### src/rtl/ddr_rd_serializer_pkg.sv
// Shared beat geometry and FSM encoding for the DDR3 read serializer; the
// defaults match the write-path packer so both ends agree on width and order.
package ddr_rd_serializer_pkg;

  localparam int DEF_NUM_WORDS = 8;
  localparam int DEF_WORD_W    = 32;
  localparam int DEF_BEAT_W    = DEF_NUM_WORDS * DEF_WORD_W;

  typedef enum logic [1:0] {
    ST_IDLE = 2'd0,
    ST_SEND = 2'd1,
    ST_DONE = 2'd2
  } state_t;

endpackage

### src/rtl/ddr_rd_serializer.sv
// Serializes one DDR3 read beat into bytes for the UART transmitter, MSB byte
// of word 0 first, matching the order the write-path packer assembled them.
//
// state   | meaning
// IDLE    | ready for a beat (once out of reset)
// SEND    | presenting top byte of shift register, shifting on handshake
// DONE    | one-cycle completion pulse
module ddr_rd_serializer
  import ddr_rd_serializer_pkg::*;
#(
  parameter int NUM_WORDS = DEF_NUM_WORDS,
  parameter int WORD_W    = DEF_WORD_W
) (
  input  logic                        clk,
  input  logic                        rst,
  input  logic [NUM_WORDS*WORD_W-1:0] i_rd_data,
  input  logic                        i_rd_valid,
  output logic                        o_rd_ready,
  output logic [7:0]                  o_tx_byte,
  output logic                        o_tx_valid,
  input  logic                        i_tx_ready,
  output logic                        o_busy,
  output logic                        o_done
);

  localparam int N  = NUM_WORDS * WORD_W;
  localparam int NB = N / 8;
  localparam int CW = $clog2(NB) + 1;
  localparam logic [CW-1:0] LAST = CW'(NB - 1);

  state_t        state, state_nxt;
  logic [N-1:0]  sh;
  logic [CW-1:0] cnt;
  logic          rdy_q;
  logic          load, take;

  always_comb begin
    state_nxt  = state;
    load       = 1'b0;
    take       = 1'b0;
    o_tx_valid = 1'b0;
    o_done     = 1'b0;
    o_busy     = 1'b1;
    case (state)
      ST_IDLE: begin
        o_busy = 1'b0;
        // rdy_q gates the load so nothing is captured while ready reads 0
        load = rdy_q & i_rd_valid;
        if (load) state_nxt = ST_SEND;
      end
      ST_SEND: begin
        o_tx_valid = 1'b1;
        take       = i_tx_ready;
        if (take && (cnt == LAST)) state_nxt = ST_DONE;
      end
      ST_DONE: begin
        o_done    = 1'b1;
        state_nxt = ST_IDLE;
      end
      default: begin
        state_nxt = ST_IDLE;
      end
    endcase
  end

  always_ff @(posedge clk) begin
    if (!rst) begin
      state <= ST_IDLE;
      rdy_q <= 1'b0;
      sh    <= '0;
      cnt   <= '0;
    end else begin
      state <= state_nxt;
      rdy_q <= (state_nxt == ST_IDLE);
      if (load) begin
        sh  <= i_rd_data;
        cnt <= '0;
      end else if (take) begin
        sh  <= {sh[N-9:0], 8'h00};
        cnt <= cnt + CW'(1);
      end
    end
  end

  assign o_rd_ready = rdy_q;
  assign o_tx_byte  = sh[N-1 -: 8];

endmodule

### config.mk
export PLATFORM = sky130hd
export DESIGN_NAME = ddr_rd_serializer
export DESIGN_NICKNAME = d
export VERILOG_FILES = /design/src/rtl/ddr_rd_serializer_pkg.sv /design/src/rtl/ddr_rd_serializer.sv
export SDC_FILE = /design/constraint.sdc
export NUM_CORES = 1
export LEC_CHECK = 0
export CORE_MARGIN = 4
export CORE_UTILIZATION = 49
export DETAILED_ROUTE_END_ITERATION = 10
export GPL_ROUTABILITY_DRIVEN = 0
export PLACE_DENSITY = 0.91
export SLEW_MARGIN = 20
export SYNTH_ARGS = -nofsm -noshare
export SYNTH_HDL_FRONTEND = slang
export SYNTH_SLANG_ARGS = --single-unit
### constraint.sdc
create_clock -name clk -period 1.9 [get_ports clk]
set_input_delay 0.38 -clock clk [delete_from_list [all_inputs] [get_ports clk]]
set_output_delay 0.38 -clock clk [all_outputs]
set_load 0.005 [all_outputs]
==> results of run 1 <==
[power by group]
part	internal (mW)	switching, mW	total (mW)
combinational	0.998	0.961	1.96
clock	3.21	2.11	5.32
sequential	5.89	0.102	5.99
[cell type report]
cell class / instances / area [sq um] / area share, %
Clock buffer: 32 / 714.4 / 4.836
Clock inverter: 15 / 177.7 / 1.203
Inverter: 2 / 7.507 / 0.05081
Multi-Input combinational cell: 805 / 4697 / 31.79
Sequential cell: 265 / 5313 / 35.96
Tap cell: 275 / 344.1 / 2.329
Timing Repair Buffer: 338 / 3521 / 23.83
[sequential cells by signal (all words and copies together) (netlist names)]
name / flops
cnt: 6
o_rd_ready: 1
sh: 256
state: 2
[cells by family after synthesis]
logic type	count (synthesis)	synth area share, %
simple gates	538	22.35
flops	265	49.54
compound gates	264	21.05
buf+inv	151	6.777
xor+xnor	2	0.1636
fa+ha+maj	1	0.1168
[stage by stage]
step,total power [mW],instance area (sq um)
after CTS,13.33,14770
after global routing,13.74,14770
after floorplan,7.031,10710
final,13.27,14770
after detailed placement,8.036,13860
after global placement,7.973,13860
[cells in the mapped netlist]
cell	number
a21oi_1	4
and3_1	1
and3b_1	1
and4bb_1	1
buf_1	2
buf_2	40
buf_4	29
clkbuf_1	78
dfxtp_1	265
ha_1	1
inv_1	2
nand2_1	265
nand2b_1	1
nand3_1	256
nand3b_1	1
nand4_1	1
nand4b_1	1
nand4bb_1	1
nor2_1	3
nor2b_1	1
nor4_1	1
o21ai_0	11
o221ai_1	248
o31ai_1	1
or2_2	1
or3_1	2
or4_1	1
xnor2_1	2
[worst min-delay path: stages]
cell and delay, ns:
buf_8 0.18, nand3_1 0.12, o221ai_1 0.10
[per-layer routing]
| metal | wire length (um) | global-route usage [%] | vias up | share of wire (%) |
|---|---|---|---|---|
| met5 | 0 | 0 | - | 0 |
| met4 | 933 | 7.545 | 0 | 2.9 |
| met3 | 2790 | 4.965 | 80 | 8.7 |
| met2 | 15470 | 41.59 | 520 | 48 |
| met1 | 12960 | 32.23 | 4973 | 40 |
| li1 | - | - | 5041 | - |
[timing repair]
item	4_1_cts	5_1_grt
hold endpoints to repair	0	0
endpoints found under the setup margin	3	1
setup buffers	1	0
gates resized for setup	9	1
[worst max path at each step]
| stage | end | slack (ns) | cells after the start |
|---|---|---|---|
| 2_1_floorplan | sh[202]$_SDFFE_PN0P_ | 0.56 | 5 |
| 3_3_place_gp | sh[112]$_SDFFE_PN0P_ | 0.05 | 6 |
| 3_5_place_dp | sh[106]$_SDFFE_PN0P_ | 0.01 | 6 |
| 4_1_cts | o_done | 0.001 | 2 |
| 5_1_grt | o_busy | 0.006 | 2 |
| 6_report | o_busy | 0.04 | 2 |
==> impl_metrics.xml, run 1 <==
<?xml version="1.0" encoding="UTF-8"?>
<metrics>
  <group name="status">
    <metric name="outcome" unit="">finished clean</metric>
  </group>
  <group name="clock_tree">
    <metric name="number_of_buffers_created_by_cts" unit="">26</metric>
    <metric name="clk_pin_slew" unit="ns">0.06</metric>
    <metric name="cts-hold-fix-buffers" unit="">0</metric>
    <metric name="tritoncts_num_sinks" unit="">265</metric>
    <metric name="clk_path_buf_depth" unit="">3</metric>
    <metric name="htree_num_levels" unit="">1</metric>
    <metric name="tritoncts" unit="">yes</metric>
    <metric name="clkLatencyLatePin" unit="ns">0.51</metric>
    <metric name="cts_root_buf" unit="">clkbuf_16</metric>
  </group>
  <group name="sta">
    <metric name="clock-skew-final" unit="ns">0.008867</metric>
    <metric name="whs" unit="ns">0.3262</metric>
    <metric name="period_share" unit="%">97.90</metric>
    <metric name="maxSlewViolCount" unit="">0</metric>
    <metric name="grt_setup_unrepaired" unit="">false</metric>
    <metric name="tightestPinTransition" unit="ns">0.3699</metric>
    <metric name="setup_total_negative_slack" unit="ns">0</metric>
    <metric name="final_period_minus_worst_setup_slack" unit="ns">1.860</metric>
    <metric name="final_hold_viol_count" unit="">0</metric>
    <metric name="maxSlewHeadroom" unit="%">75.11</metric>
    <metric name="setup_viol" unit="">0</metric>
    <metric name="fmaxAchievable" unit="GHz">0.5376</metric>
    <metric name="final_worst_slack" unit="ns">0.03996</metric>
  </group>
  <group name="yosys">
    <metric name="avg_cell_area_syn" unit="sq um">8.771</metric>
    <metric name="seq_area_frac_synth" unit="%">49.54</metric>
    <metric name="yosys.area.top_type" unit="">dfxtp_1</metric>
    <metric name="yosys_warnings" unit="">0</metric>
    <metric name="synth_cell_type_count" unit="">28</metric>
    <metric name="synth.ff_latch_count" unit="">265</metric>
    <metric name="postSynthNetCount" unit="">1482</metric>
    <metric name="synth_area_leaders" unit="">dfxtp_1 50%, o221ai_1 20%, nand3_1 12%</metric>
    <metric name="yosys.area.top_type_share" unit="%">49.54</metric>
    <metric name="postSynthCellCount" unit="">1221</metric>
    <metric name="syn_area" unit="sq um">10710</metric>
  </group>
  <group name="critical_path">
    <metric name="timing.reg2reg.worst_path_depth" unit="">6</metric>
    <metric name="cp_slowest_stage_delay" unit="ns">0.38</metric>
    <metric name="critical_path_source" unit="">state[0]$_SDFF_PN0_</metric>
    <metric name="ff_to_ff_start" unit="">state[1]$_SDFF_PN0_</metric>
    <metric name="worst_setup_path_start_kind" unit="">register</metric>
    <metric name="timing.critical_path.required" unit="ns">1.52</metric>
    <metric name="worstPathBufferInverterCount" unit="">1</metric>
    <metric name="critical_path.max_fanout" unit="">8</metric>
    <metric name="setup.worst_path.class" unit="">register to output port</metric>
    <metric name="crit_chain" unit="">or2_2 &gt; dlygate4sd2_1</metric>
    <metric name="timing.critical_path.to_type" unit="">output port</metric>
    <metric name="cpLargestDelayFamily" unit="">flip-flops</metric>
    <metric name="cpMaxStageDelayCell" unit="">dfxtp_4</metric>
    <metric name="rr_endpoint" unit="">sh[112]$_SDFFE_PN0P_</metric>
    <metric name="arrival" unit="ns">1.48</metric>
    <metric name="reg2reg_setup_slack" unit="ns">0.26</metric>
  </group>
  <group name="global_route">
    <metric name="grt_start_max_net_pins" unit="">83</metric>
    <metric name="grt_overflow" unit="">0</metric>
    <metric name="wire_length_of_the_first_global_routing_pass" unit="mm">50.07</metric>
    <metric name="antenna_found_initial" unit="">0</metric>
    <metric name="global_route.usage.total" unit="%">24.74</metric>
    <metric name="vias_in_the_first_global_route" unit="">9921</metric>
  </group>
  <group name="place">
    <metric name="hpwl_detailed" unit="mm">22.60</metric>
    <metric name="placement.io_buffers" unit="">271</metric>
    <metric name="place_worst_setup_slack" unit="ns">0.01391</metric>
    <metric name="place.detailed.instances" unit="">1684</metric>
  </group>
  <group name="detailed_routing">
    <metric name="postRouteAntennaNets" unit="">0</metric>
    <metric name="post_drt_wl_per_cell" unit="um">18.57</metric>
    <metric name="remaining_drc_errors" unit="">0</metric>
    <metric name="drt_pre_antenna_iters" unit="">5</metric>
    <metric name="initialDrtViolationCount" unit="">789</metric>
    <metric name="via_count" unit="">10610</metric>
    <metric name="via_per_inst" unit="">6.128</metric>
    <metric name="drt-total-wl" unit="mm">32.16</metric>
  </group>
  <group name="final_layout">
    <metric name="final_core_utilization" unit="%">69.41</metric>
    <metric name="layout-area-overhead-vs-synth" unit="%">37.96</metric>
    <metric name="post_layout_nonfiller_instances" unit="">1732</metric>
    <metric name="nNetsFinal" unit="">1699</metric>
    <metric name="mostFrequentLayoutCells" unit="">267 x clkdlybuf4s50_1, 264 x nand2_1, 263 x dfxtp_1</metric>
    <metric name="antenna_cells_inserted" unit="">0</metric>
    <metric name="num-fill-cells" unit="">1486</metric>
    <metric name="most_common_library_cell_in_the_layout_ignoring_fill_and_taps" unit="">clkdlybuf4s50_1</metric>
    <metric name="drive_above_1_share" unit="%">8.167</metric>
  </group>
  <group name="floorplan">
    <metric name="die-width" unit="um">155.8</metric>
    <metric name="y_dimension_of_the_die" unit="um">155.8</metric>
    <metric name="pin_count" unit="">272</metric>
    <metric name="core_area" unit="sq um">21290</metric>
    <metric name="placement_rows" unit="">53</metric>
    <metric name="start_util" unit="%">50.31</metric>
    <metric name="fp.dieArea" unit="sq um">24280</metric>
  </group>
  <group name="power_and_ir_drop">
    <metric name="power_density_over_the_cells" unit="nW/um^2">898.1</metric>
    <metric name="p_leak" unit="nW">5.092</metric>
    <metric name="max-vdd-ir-drop" unit="uV">655.7</metric>
  </group>
  <group name="min_path">
    <metric name="min_delay_path_depth" unit="">3</metric>
    <metric name="min_path_type" unit="">input pin to register</metric>
    <metric name="min_from" unit="">rst</metric>
    <metric name="capture_endpoint_of_the_worst_hold_path" unit="">sh[196]$_SDFFE_PN0P_</metric>
  </group>
  <group name="job">
    <metric name="max_cap_viol_count" unit="">0</metric>
  </group>
</metrics>
No activity file was read; power rests on OpenSTA's default activity.
==> run 2: changes to the inputs <==
--- a/config.mk
+++ b/config.mk
@@ -5,6 +5,7 @@
 export SDC_FILE = /design/constraint.sdc
 export NUM_CORES = 1
 export LEC_CHECK = 0
+export CAP_MARGIN = 20
 export CORE_MARGIN = 4
 export CORE_UTILIZATION = 49
 export DETAILED_ROUTE_END_ITERATION = 10
==> results of run 2 <==
Final layout, timing and power as in run 1 (identical DEF).
==> run 3: changes to the inputs <==
--- a/config.mk
+++ b/config.mk
@@ -11,6 +11,7 @@
 export DETAILED_ROUTE_END_ITERATION = 10
 export GPL_ROUTABILITY_DRIVEN = 0
 export PLACE_DENSITY = 0.91
+export SKIP_CTS_REPAIR_TIMING = 1
 export SLEW_MARGIN = 20
 export SYNTH_ARGS = -nofsm -noshare
 export SYNTH_HDL_FRONTEND = slang
==> run 3 against run 2 <==
Clock power hardly changed. Die area stayed put. First-iteration DRC count is 0.76% lower. Via count is 0.21% higher. Non-clock buffer count stayed put. Clock skew is 0.0013 ns lower. Sequential power hardly changed. Combinational power hardly changed. Sequential share of layout area hardly changed. Core utilization hardly changed. Sequential cell count stayed put. Largest cell class unchanged.
==> impl_metrics.xml, run 3 (synthesized netlist as in run 1, its figures left out) <==
<?xml version="1.0" encoding="UTF-8"?>
<metrics>
  <group name="detailed_routing">
    <metric name="remaining_drc_errors" unit="">0</metric>
    <metric name="drt_pre_antenna_iters" unit="">5</metric>
    <metric name="via_count" unit="">10640</metric>
    <metric name="via_per_inst" unit="">6.141</metric>
    <metric name="post_drt_wl_per_cell" unit="um">18.51</metric>
    <metric name="postRouteAntennaNets" unit="">0</metric>
    <metric name="initialDrtViolationCount" unit="">783</metric>
    <metric name="drt-total-wl" unit="mm">32.07</metric>
  </group>
  <group name="floorplan">
    <metric name="core_area" unit="sq um">21290</metric>
    <metric name="fp.dieArea" unit="sq um">24280</metric>
    <metric name="y_dimension_of_the_die" unit="um">155.8</metric>
    <metric name="pin_count" unit="">272</metric>
    <metric name="die-width" unit="um">155.8</metric>
    <metric name="start_util" unit="%">50.31</metric>
    <metric name="placement_rows" unit="">53</metric>
  </group>
  <group name="sta">
    <metric name="setup_viol" unit="">0</metric>
    <metric name="maxSlewViolCount" unit="">0</metric>
    <metric name="clock-skew-final" unit="ns">0.007596</metric>
    <metric name="period_share" unit="%">93.85</metric>
    <metric name="maxSlewHeadroom" unit="%">72.87</metric>
    <metric name="setup_total_negative_slack" unit="ns">0</metric>
    <metric name="final_period_minus_worst_setup_slack" unit="ns">1.783</metric>
    <metric name="tightestPinTransition" unit="ns">0.4032</metric>
    <metric name="final_hold_viol_count" unit="">0</metric>
    <metric name="grt_setup_unrepaired" unit="">false</metric>
    <metric name="fmaxAchievable" unit="GHz">0.5608</metric>
    <metric name="whs" unit="ns">0.3291</metric>
  </group>
  <group name="clock_tree">
    <metric name="clkLatencyLatePin" unit="ns">0.51</metric>
    <metric name="htree_num_levels" unit="">1</metric>
    <metric name="number_of_buffers_created_by_cts" unit="">26</metric>
    <metric name="clk_path_buf_depth" unit="">3</metric>
    <metric name="clk_pin_slew" unit="ns">0.06</metric>
    <metric name="tritoncts" unit="">yes</metric>
    <metric name="tritoncts_num_sinks" unit="">265</metric>
    <metric name="cts_root_buf" unit="">clkbuf_16</metric>
  </group>
  <group name="final_layout">
    <metric name="num-fill-cells" unit="">1483</metric>
    <metric name="final_design_area_no_fill" unit="sq um">14780</metric>
    <metric name="layout-area-overhead-vs-synth" unit="%">38.03</metric>
    <metric name="reg_with_most_ffs" unit="">sh</metric>
    <metric name="largest_register_ff_count" unit="">256</metric>
    <metric name="antenna_cells_inserted" unit="">0</metric>
    <metric name="reg.largest.list" unit="">sh (256), cnt (6), state (2)</metric>
    <metric name="drive_above_1_share" unit="%">8.167</metric>
    <metric name="nNetsFinal" unit="">1699</metric>
    <metric name="most_common_library_cell_in_the_layout_ignoring_fill_and_taps" unit="">clkdlybuf4s50_1</metric>
    <metric name="mostFrequentLayoutCells" unit="">267 x clkdlybuf4s50_1, 264 x nand2_1, 263 x dfxtp_1</metric>
  </group>
  <group name="power_and_ir_drop">
    <metric name="max-vdd-ir-drop" unit="uV">655.5</metric>
    <metric name="p_leak" unit="nW">5.116</metric>
    <metric name="power_density_over_the_cells" unit="nW/um^2">897.1</metric>
  </group>
  <group name="critical_path">
    <metric name="timing.critical_path.to_type" unit="">output port</metric>
    <metric name="worst_setup_path_start_kind" unit="">register</metric>
    <metric name="worstPathBufferInverterCount" unit="">1</metric>
    <metric name="cpMaxStageDelayCell" unit="">clkdlybuf4s50_1</metric>
    <metric name="arrival" unit="ns">1.40</metric>
    <metric name="setup.worst_path.class" unit="">register to output port</metric>
    <metric name="crit_chain" unit="">clkdlybuf4s50_1</metric>
    <metric name="cp_slowest_stage_delay" unit="ns">0.52</metric>
    <metric name="critical_path.max_fanout" unit="">2</metric>
    <metric name="cpLargestDelayFamily" unit="">buffers and inverters</metric>
    <metric name="timing.critical_path.required" unit="ns">1.52</metric>
  </group>
  <group name="global_route">
    <metric name="wire_length_of_the_first_global_routing_pass" unit="mm">49.93</metric>
    <metric name="global_route.usage.total" unit="%">24.66</metric>
    <metric name="vias_in_the_first_global_route" unit="">9924</metric>
    <metric name="grt_overflow" unit="">0</metric>
    <metric name="antenna_found_initial" unit="">0</metric>
    <metric name="grt_start_max_net_pins" unit="">83</metric>
  </group>
  <group name="status">
    <metric name="outcome" unit="">finished clean</metric>
  </group>
  <group name="job">
    <metric name="max_cap_viol_count" unit="">0</metric>
  </group>
  <group name="place">
    <metric name="detailed_place.area" unit="sq um">13860</metric>
    <metric name="placement.io_buffers" unit="">271</metric>
    <metric name="hpwl_detailed" unit="mm">22.60</metric>
  </group>
  <group name="min_path">
    <metric name="min_path_type" unit="">input pin to register</metric>
  </group>
</metrics>
run 3: changes by cell type in the layout (fill, tap and decap cells not counted), sizes merged:
cell and change:
dlygate4sd2 -2, dlymetal6s2s +2
run 3: layer usage:
metal / global-route usage [%] / share of wire, %
met5: 0 / 0
met2: 41.37 / 49
met1: 32.17 / 40
met3: 4.938 / 8.8
met4: 7.628 / 2.5
run 3: final timing paths:
path / startpoint / end / slack (ns) / depth (start not counted)
hold / removal: rst / sh[196]$_SDFFE_PN0P_ / 0.33 / 3
hold reg to reg: sh[5]$_SDFFE_PN0P_ / sh[5]$_SDFFE_PN0P_ / 0.48 / 2
setup / recovery: sh[252]$_SDFFE_PN0P_ / o_tx_byte[4] / 0.12 / 1
setup reg to reg: state[1]$_SDFF_PN0_ / sh[112]$_SDFFE_PN0P_ / 0.32 / 6
run 3: report_power, final:
| part | internal (mW) | switching, mW |
|---|---|---|
| combinational | 0.999 | 0.958 |
| sequential | 5.89 | 0.102 |
| clock | 3.21 | 2.10 |
run 3: area by class of cell:
type	count	area, sq um	share of cell area (%)
Multi-Input combinational cell	805	4697	31.78
Timing Repair Buffer	338	3528	23.87
Clock buffer	32	714.4	4.833
Tap cell	275	344.1	2.328
Sequential cell	265	5313	35.94
Inverter	2	7.507	0.05079
Clock inverter	15	177.7	1.202
run 3: tightest hold or removal path, cell delays in order:
cell and delay, ns:
buf_8 0.18, nand3_1 0.12, o221ai_1 0.10
run 3: stage by stage:
stage / util, % / instances / power (mW) / setup WS, ns
floorplan: - / 1221 / 7.031 / 0.5581
global placement: 65.11 / 1684 / 7.973 / 0.04694
detailed placement: 65.11 / 1684 / 8.036 / 0.01391
CTS: 69.30 / 1731 / 13.33 / -0.3832
global route: 69.44 / 1732 / 13.75 / 0.03181
finish: 69.44 / 1732 / 13.26 / 0.1168
